### config.mk
export PLATFORM = sky130hd
export DESIGN_NAME = npu_requant
export DESIGN_NICKNAME = d
export VERILOG_FILES = /design/src/rtl/npu_requant.sv
export SDC_FILE = /design/constraint.sdc
export NUM_CORES = 1
export LEC_CHECK = 0
export BUFFER_PORTS_ARGS = -buffer_cell sky130_fd_sc_hd__buf_2
export CORE_UTILIZATION = 30
export DETAILED_ROUTE_END_ITERATION = 6
export GPL_TIMING_DRIVEN = 1
export PLACE_DENSITY = 0.43
export SYNTH_ARGS = -nofsm -noshare
export SYNTH_HDL_FRONTEND = slang
export SYNTH_SLANG_ARGS = --single-unit
### constraint.sdc
create_clock -name s00_axis_aclk -period 10.75 [get_ports s00_axis_aclk]
set_clock_uncertainty 0.15 [all_clocks]
set_input_delay 2.15 -clock s00_axis_aclk [delete_from_list [all_inputs] [get_ports s00_axis_aclk]]
set_output_delay 2.15 -clock s00_axis_aclk [all_outputs]
set_load 0.005 [all_outputs]
### src/rtl/npu_requant.sv
// Requantises a signed accumulator stream to int8: multiply, round-half-up shift,
// zero-point add, optional ReLU and saturation, behind a two-stage skid-free pipeline.
module npu_requant #(
  parameter int IN_WIDTH           = 16,
  parameter int OUT_WIDTH          = 8,
  parameter int MULT_WIDTH         = 16,
  parameter int SHIFT_WIDTH        = 5,
  parameter int NUM_CHANNELS_WIDTH = 7,
  parameter int SAT_CNT_WIDTH      = 16
) (
  input  logic                          s00_axis_aclk,
  input  logic                          s00_axis_areset,
  input  logic signed [IN_WIDTH-1:0]    s00_axis_tdata,
  input  logic                          s00_axis_tvalid,
  input  logic                          s00_axis_tlast,
  input  logic [NUM_CHANNELS_WIDTH-1:0] s00_axis_tuser,
  output logic                          s00_axis_tready,
  output logic signed [OUT_WIDTH-1:0]   m00_axis_tdata,
  output logic                          m00_axis_tvalid,
  output logic                          m00_axis_tlast,
  output logic [NUM_CHANNELS_WIDTH-1:0] m00_axis_tuser,
  input  logic                          m00_axis_tready,
  input  logic signed [MULT_WIDTH-1:0]  cfg_mult,
  input  logic [SHIFT_WIDTH-1:0]        cfg_shift,
  input  logic signed [OUT_WIDTH-1:0]   cfg_zero_point,
  input  logic                          cfg_relu,
  output logic [SAT_CNT_WIDTH-1:0]      sat_count
);

  localparam int PW = IN_WIDTH + MULT_WIDTH;
  localparam int RW = PW + 2;
  localparam logic signed [RW-1:0] OUT_MAX = RW'((1 << (OUT_WIDTH - 1)) - 1);
  localparam logic signed [RW-1:0] OUT_MIN = -OUT_MAX - RW'(1);

  // Two guard bits keep the rounding constant and zero-point add from overflowing.
  function automatic logic signed [RW-1:0] round_shift(input logic signed [PW-1:0] p,
                                                      input logic [SHIFT_WIDTH-1:0] sh);
    logic signed [RW-1:0] ext;
    logic signed [RW-1:0] half;
    ext  = {{2{p[PW-1]}}, p};
    half = {{(RW-1){1'b0}}, 1'b1} << (sh - SHIFT_WIDTH'(1));
    return (sh == '0) ? ext : ((ext + half) >>> sh);
  endfunction

  function automatic logic is_sat(input logic signed [RW-1:0] v);
    return (v > OUT_MAX) || (v < OUT_MIN);
  endfunction

  function automatic logic signed [OUT_WIDTH-1:0] clamp_out(input logic signed [RW-1:0] v,
                                                           input logic signed [OUT_WIDTH-1:0] zp,
                                                           input logic relu);
    logic signed [RW-1:0] lo;
    logic signed [RW-1:0] res;
    lo = relu ? {{(RW-OUT_WIDTH){zp[OUT_WIDTH-1]}}, zp} : OUT_MIN;
    if (v > OUT_MAX)  res = OUT_MAX;
    else if (v < lo)  res = lo;
    else              res = v;
    return res[OUT_WIDTH-1:0];
  endfunction

  logic                          in_frame_q, in_frame_d;
  logic signed [MULT_WIDTH-1:0]  mult_lat_q, mult_lat_d;
  logic [SHIFT_WIDTH-1:0]        shift_lat_q, shift_lat_d;
  logic signed [OUT_WIDTH-1:0]   zp_lat_q, zp_lat_d;
  logic                          relu_lat_q, relu_lat_d;

  logic                          vld_p1_q, vld_p1_d;
  logic signed [PW-1:0]          prod_p1_q, prod_p1_d;
  logic [SHIFT_WIDTH-1:0]        shift_p1_q, shift_p1_d;
  logic signed [OUT_WIDTH-1:0]   zp_p1_q, zp_p1_d;
  logic                          relu_p1_q, relu_p1_d;
  logic                          last_p1_q, last_p1_d;
  logic [NUM_CHANNELS_WIDTH-1:0] user_p1_q, user_p1_d;
  logic                          first_p1_q, first_p1_d;

  logic                          vld_p2_q, vld_p2_d;
  logic signed [OUT_WIDTH-1:0]   data_p2_q, data_p2_d;
  logic                          last_p2_q, last_p2_d;
  logic [NUM_CHANNELS_WIDTH-1:0] user_p2_q, user_p2_d;
  logic [SAT_CNT_WIDTH-1:0]      sat_count_q, sat_count_d;

  logic                          load_p1, load_p2, accept;
  logic signed [MULT_WIDTH-1:0]  mult_eff;
  logic signed [RW-1:0]          v_p1;
  logic                          sat_p1;

  assign load_p2         = !vld_p2_q || m00_axis_tready;
  assign load_p1         = !vld_p1_q || load_p2;
  assign s00_axis_tready = !vld_p1_q || !vld_p2_q || m00_axis_tready;
  assign accept          = s00_axis_tvalid && s00_axis_tready;
  assign mult_eff        = in_frame_q ? mult_lat_q : cfg_mult;

  assign v_p1   = round_shift(prod_p1_q, shift_p1_q) + {{(RW-OUT_WIDTH){zp_p1_q[OUT_WIDTH-1]}}, zp_p1_q};
  assign sat_p1 = is_sat(v_p1);

  always_comb begin
    in_frame_d  = in_frame_q;
    mult_lat_d  = mult_lat_q;
    shift_lat_d = shift_lat_q;
    zp_lat_d    = zp_lat_q;
    relu_lat_d  = relu_lat_q;
    vld_p1_d    = vld_p1_q;
    prod_p1_d   = prod_p1_q;
    shift_p1_d  = shift_p1_q;
    zp_p1_d     = zp_p1_q;
    relu_p1_d   = relu_p1_q;
    last_p1_d   = last_p1_q;
    user_p1_d   = user_p1_q;
    first_p1_d  = first_p1_q;
    vld_p2_d    = vld_p2_q;
    data_p2_d   = data_p2_q;
    last_p2_d   = last_p2_q;
    user_p2_d   = user_p2_q;
    sat_count_d = sat_count_q;

    if (accept) begin
      in_frame_d = !s00_axis_tlast;
      if (!in_frame_q) begin
        mult_lat_d  = cfg_mult;
        shift_lat_d = cfg_shift;
        zp_lat_d    = cfg_zero_point;
        relu_lat_d  = cfg_relu;
      end
    end

    // S1: multiply; per-beat shift/zp/relu ride along so frames can differ back-to-back
    if (load_p1) begin
      vld_p1_d = accept;
      if (accept) begin
        prod_p1_d  = s00_axis_tdata * mult_eff;
        shift_p1_d = in_frame_q ? shift_lat_q : cfg_shift;
        zp_p1_d    = in_frame_q ? zp_lat_q : cfg_zero_point;
        relu_p1_d  = in_frame_q ? relu_lat_q : cfg_relu;
        last_p1_d  = s00_axis_tlast;
        user_p1_d  = s00_axis_tuser;
        first_p1_d = !in_frame_q;
      end
    end

    // S2: round, offset, clamp; drives the output stream
    if (load_p2) begin
      vld_p2_d = vld_p1_q;
      if (vld_p1_q) begin
        data_p2_d = clamp_out(v_p1, zp_p1_q, relu_p1_q);
        last_p2_d = last_p1_q;
        user_p2_d = user_p1_q;
        if (first_p1_q)
          sat_count_d = SAT_CNT_WIDTH'(sat_p1);
        else if (sat_p1 && (sat_count_q != '1))
          sat_count_d = sat_count_q + SAT_CNT_WIDTH'(1);
      end
    end
  end

  always_ff @(posedge s00_axis_aclk or posedge s00_axis_areset) begin
    if (s00_axis_areset) begin
      in_frame_q  <= 1'b0;
      mult_lat_q  <= '0;
      shift_lat_q <= '0;
      zp_lat_q    <= '0;
      relu_lat_q  <= 1'b0;
      vld_p1_q    <= 1'b0;
      vld_p2_q    <= 1'b0;
      data_p2_q   <= '0;
      last_p2_q   <= 1'b0;
      user_p2_q   <= '0;
      sat_count_q <= '0;
    end else begin
      in_frame_q  <= in_frame_d;
      mult_lat_q  <= mult_lat_d;
      shift_lat_q <= shift_lat_d;
      zp_lat_q    <= zp_lat_d;
      relu_lat_q  <= relu_lat_d;
      vld_p1_q    <= vld_p1_d;
      vld_p2_q    <= vld_p2_d;
      data_p2_q   <= data_p2_d;
      last_p2_q   <= last_p2_d;
      user_p2_q   <= user_p2_d;
      sat_count_q <= sat_count_d;
    end
  end

  always_ff @(posedge s00_axis_aclk) begin
    prod_p1_q  <= prod_p1_d;
    shift_p1_q <= shift_p1_d;
    zp_p1_q    <= zp_p1_d;
    relu_p1_q  <= relu_p1_d;
    last_p1_q  <= last_p1_d;
    user_p1_q  <= user_p1_d;
    first_p1_q <= first_p1_d;
  end

  assign m00_axis_tvalid = vld_p2_q;
  assign m00_axis_tdata  = data_p2_q;
  assign m00_axis_tlast  = last_p2_q;
  assign m00_axis_tuser  = user_p2_q;
  assign sat_count       = sat_count_q;

endmodule

# [After elaboration in Yosys (flattened, before gate mapping)]
# Index checks and enable logic that the tools add are counted.
[op_classes] n_addsub=4 n_mul=1 div=0 order_cmp=3 n_eq_ne=1 n_shift=2 n_mux=10 bitwise_logic=0 reduce_logical=16
[op_table] op="2-to-1 mux 34 bit" count=2
[op_table] op="2-to-1 mux 16 bit" count=3
[op_table] op="adder 32 x 34 -> 34 bit" count=1
[op_table] op="adder 34 bit" count=1
[op_table] op="greater-than comparator 34 x 8 -> 1 bit (second input constant)" count=1
[op_table] op="less-than comparator 34 bit" count=1
[op_table] op="less-than comparator 34 x 8 -> 1 bit (second input constant)" count=1
[op_table] op="left shift 1 x 5 -> 34 bit (first input constant)" count=1
[op_table] op=">>> shifter 34 x 5 -> 34 bit" count=1
[op_table] op="multiplier 16 x 16 -> 32 bit" count=1
[op_table] op="2-to-1 mux 8 bit" count=3
[op_table] op="adder 16 x 1 -> 16 bit (second input constant)" count=1
[op_table] op="!= test 16 bit (second input constant)" count=1
[op_table] op="logical NOT 5 bit" count=1
[op_table] op="logical OR 1 bit" count=5
[op_table] op="2-to-1 mux 5 bit" count=1
[op_table] op="subtractor 5 x 1 -> 5 bit (second input constant)" count=1
[op_table] op="logical NOT 1 bit" count=4
[op_table] op="AND reduction 2 bit" count=2
[op_table] op="AND reduction 3 bit" count=1
[op_table] op="logical AND 1 bit" count=2
[op_table] op="nonzero test 2 bit" count=1
[op_table] op="2-to-1 mux 1 bit" count=1
[word_totals] reg_bits=120 latch_bits=0 ramBits=0 mem_bits_ro=0 output_inout_bits=34 word_cells=55 mem_count=0

# [Depth between registers and ports, before layout]
[depth] word_depth=11 depth_mapped=42

# [Worst setup path after synthesis]
# OpenSTA, ideal clock, no wires.
[synth_path] path_type="reg-to-reg" from="register shift_p1_q[1]" to="register data_p2_q[2], in the netlist m00_axis_tdata[2]" setup_ns=0.121 arrival_ns=8.689 setup_slack_ns=1.789 path_stages_with_launch=39 synth_period_minus_slack_ns=8.961 cell_sequence="edfxtp_1 clkbuf_1 clkbuf_1 clkbuf_1 nor3_1 and3_1 ha_1 fa_1 a21o_1 a22oi_1 a211oi_1 o2111a_1 o41ai_2 o21ai_0 xor2_1 mux4_2 mux2_2 o22ai_1 [3 not listed] a211o_1 nand4_1 a211o_1 and3_1 xor2_1 inv_1 ha_1 a21oi_1 nor2b_1 o21ai_0 nand2b_1 a21oi_1 nor2b_1 o21ai_0 o211ai_1 a21oi_1 mux2_2 o22a_1"
[synth_via] elab_chain_len=9 elab_cells_between_ends=11 classes_between="3 x add/sub; 2 x order compare; 2 x shift; 3 x mux; 1 x reduce/logical"
[synth_lines] element="from (decl)" line_no="69" text="logic [SHIFT_WIDTH-1:0] shift_p1_q, shift_p1_d;"
[synth_lines] element="from (signal assigned)" line_no="185" text="shift_p1_q <= shift_p1_d;"
[synth_lines] element="subtractor 5 x 1 -> 5 bit" line_no="41" text="half = {{(RW-1){1'b0}}, 1'b1} << (sh - SHIFT_WIDTH'(1));"
[synth_lines] element="left shift 1 x 5 -> 34 bit" line_no="41"
[synth_lines] element="adder 32 x 34 -> 34 bit" line_no="42" text="return (sh == '0) ? ext : ((ext + half) >>> sh);"
[synth_lines] element=">>> shifter 34 x 5 -> 34 bit" line_no="42"
[synth_lines] element="2-to-1 mux 34 bit *" line_no="42"
[synth_lines] element="adder 34 bit *" line_no="93" text="assign v_p1 = round_shift(prod_p1_q, shift_p1_q) + {{(RW-OUT_WIDTH){zp_p1_q[OUT_WIDTH-1]}}, zp_p1_q};"
[synth_lines] element="less-than comparator 34 bit" line_no="56" text="else if (v < lo) res = lo;"
[synth_lines] element="2-to-1 mux 8 bit" line_no="56"
[synth_lines] element="2-to-1 mux 8 bit *" line_no="55" text="if (v > OUT_MAX) res = OUT_MAX;"
[synth_lines] element="to (signal assigned)" line_no="176" text="data_p2_q <= data_p2_d;"
[synth_lines] element="to (decl)" line_no="77" text="logic signed [OUT_WIDTH-1:0] data_p2_q, data_p2_d;"
# Every way passes the cells marked *; elsewhere a longest branch is shown, timed or not.
# A chain may end at the register's enable or synchronous reset.

# [Final worst setup path]
# Ends and elaborated chain as after synthesis.

==> qor.yml <==
start_util_pct: 30.5
clkTransAtPathRegs_ns: 0.06
antenna_found_initial: 1
synth_flop_cell: "dfrtp_1"
post-route-period-util_pct: 92.4
std_cell_rows: 99
drc: 2
slowest_delay_ns: 0.60
yosysMostFrequentCell: "inv_1"
top_usage_layer: "met2"
synth_edf_count: 55
place_congestion: 0.929
n_fill_cell: 7798
setup_tns_ns: 0
fin_cells: 3574
cp_slowest_cell: "edfxtp_1"
r2r-start: "shift_p1_q[1]"
netlist.area_leader.share_pct: 23.7
wire_per_inst_microns: 19.9
dieArea_sq_um: 75500
async_flop_share_pct: 54.2
dpl.hpwl_microns: 58200
cts.path.max_buffers: 2
final_nets: 3105
drtIter0Drc: 1112
ys_seq_area_share_pct: 14.7
grt_remaining_overflow: 0
htreeDepth: 4
end_kind: "flop"
hold_depth: 2
routed_wl_microns: 70900
path_buf_inv: 2
slew_headroom_pct: 28.7
synthTopCellsByArea: "fa_1 24%, ha_1 10%, edfxtp_1 7.4%"
avgSynthCellArea_sq_um: 8.68
cts-resized-gates: 0
min_path_type: "reg -> reg"
grt_pass1_vias: 19400
core-area_sq_um: 73300
failed_checks: "design-rule violations"
grt_max_degree: 66
dp_cells: 3541
dr.pass1.iters: 7
cts_made_buffers: 17
arrival_ns: 10.11
regToRegEndpoint: "m00_axis_tdata[2]"
syn_area_sq_um: 22300
synth_cell_types: 93
clkSinkCount: 120
syn-instance-count: 2572
cpLargestDelayFamily: "compound AO/OA/AOI/OAI gates"
tritoncts: "built"
vias_per_cell: 5.19
met3_usage_pct: 1.86
grt_pass1_wl_microns: 112000
syn-num-nets: 3076
synth_area_leader_cell: "fa_1"
reg2reg_depth: 32
ant_nets: 0
synth_seq_cells: 120
use_met2_pct: 33.3
critical_path_class: "reg -> reg"
die_height_microns: 275
r2r_slack_ns: 0.82
drive_above_1_share_pct: 11.0
synthTopCellsByCount: "344 x inv_1, 295 x nand2_1, 264 x fa_1"
crit_path_max_fanout: 21
slew_violations: 0
rsz0062_at_grt: "false"
grt_usage_pct: 19.1
cts_setup_buffers: 0
grtUsageMet1_pct: 25.2
port_buffers: 91
cts_root_buf: "clkbuf_16"
max_cap_viol_count: 0
io_pins: 92
ctsHoldBuffers: 0
max_freq_ghz: 0.101
vias: 18500
critPathRequiredTime_ns: 10.93
die_w_microns: 275
status: "finished with violations"
finalCriticalPeriod_ns: 9.93
worstMarginPinSlew_ns: 1.07
clk-insertion-delay-late_ns: 0.45
startpoint_type: "flop"
hold_end: "m00_axis_tuser[5]"
worstHoldStart: "user_p1_q[5]"
finalHoldViolations: 0
setup-violations-final: 0
area_growth_pct: 9.34
yosys_warnings: 0
## area by class of cell
type / instances / area, sq um / area share [%]
Timing Repair Buffer: 127 / 726 / 2.97
Multi-Input combinational cell: 1989 / 17300 / 70.9
Sequential cell: 120 / 3280 / 13.4
Clock buffer: 19 / 454 / 1.86
Tap cell: 959 / 1200 / 4.91
Inverter: 346 / 1300 / 5.32
Clock inverter: 13 / 156 / 0.640
Antenna cell: 1 / 2.50 / 0.0102
## stage by stage
step                      instance area (sq um)  setup WS [ns]  hold slack (ns)  utilization, %
after global placement                    23800          0.867            0.270            32.5
after global routing                      24400          0.106            0.309            33.3
after CTS                                 24400          0.878            0.286            33.3
final                                     24400          0.818            0.284            33.3
after floorplan                           22300           1.79            0.265               -
after detailed placement                  23800          0.926            0.276            32.5
## cell families after synthesis
logic type                 count (synthesis)  share of synthesized area (%)
DFF                                      120                           14.7
xor gates and xnor gates                  91                           3.69
muxes                                    132                           7.02
AOI/OAI and AO/OA                        494                           14.9
and+or+nand+nor                          826                           18.0
buffers and inverters                    463                           7.86
adders and majority gates                446                           33.9
## registers in the layout, indices dropped and copies added, names as in the netlist, 5 cells and up
name            flops
prod_p1_q          32
m00_axis_tdata      8
zp_lat_q            8
zp_p1_q             8
shift_p1_q          5
mult_lat_q         16
sat_count          16
m00_axis_tuser      7
shift_lat_q         5
user_p1_q           7
## metal layers
| layer | routed length, microns | vias up | part of all wire, % |
|---|---|---|---|
| met3 | 2370 | 84 | 3.3 |
| met4 | 1480 | 0 | 2.1 |
| met5 | 0 | - | 0 |
| met1 | 32000 | 9351 | 45 |
| met2 | 35100 | 362 | 49 |
| li1 | - | 8750 | - |
## tightest hold or removal path, delay by kind of cell, from the launching register on
family | cells | cell delay, ns
DFF | 1 | 0.32
and+or+nand+nor | 2 | 0.08
## how the worst max path moves through the flow
stage	slack, ns	to	from	depth (start not counted)
3_5_place_dp	0.93	m00_axis_tdata[2]	shift_p1_q[1]	34
5_1_grt	0.11	m00_axis_tdata[5]	shift_p1_q[1]	32
3_3_place_gp	0.87	m00_axis_tdata[2]	shift_p1_q[1]	34
4_1_cts	0.88	m00_axis_tdata[2]	shift_p1_q[1]	34
6_report	0.82	m00_axis_tdata[2]	shift_p1_q[1]	32
2_1_floorplan	1.79	m00_axis_tdata[2]	shift_p1_q[1]	38
## layout by cell type, fill, tap and decap left out, types with 63 or more instances in the layout
| cell | synthesis | routed |
|---|---|---|
| inv_1 | 344 | 342 |
| nand2_1 | 295 | 294 |
| fa_1 | 264 | 264 |
| ha_1 | 182 | 182 |
| nor2_1 | 143 | 143 |
| a21oi_1 | 135 | 135 |
| buf_2 | 8 | 91 |
| o21ai_0 | 79 | 79 |
| nor2b_1 | 75 | 74 |
| and2_1 | 67 | 67 |
| dfrtp_1 | 65 | 65 |
| mux2_2 | 63 | 63 |
Power is not shown: default switching activity piles up to over one toggle a cycle in this logic, so the estimate is an artifact.
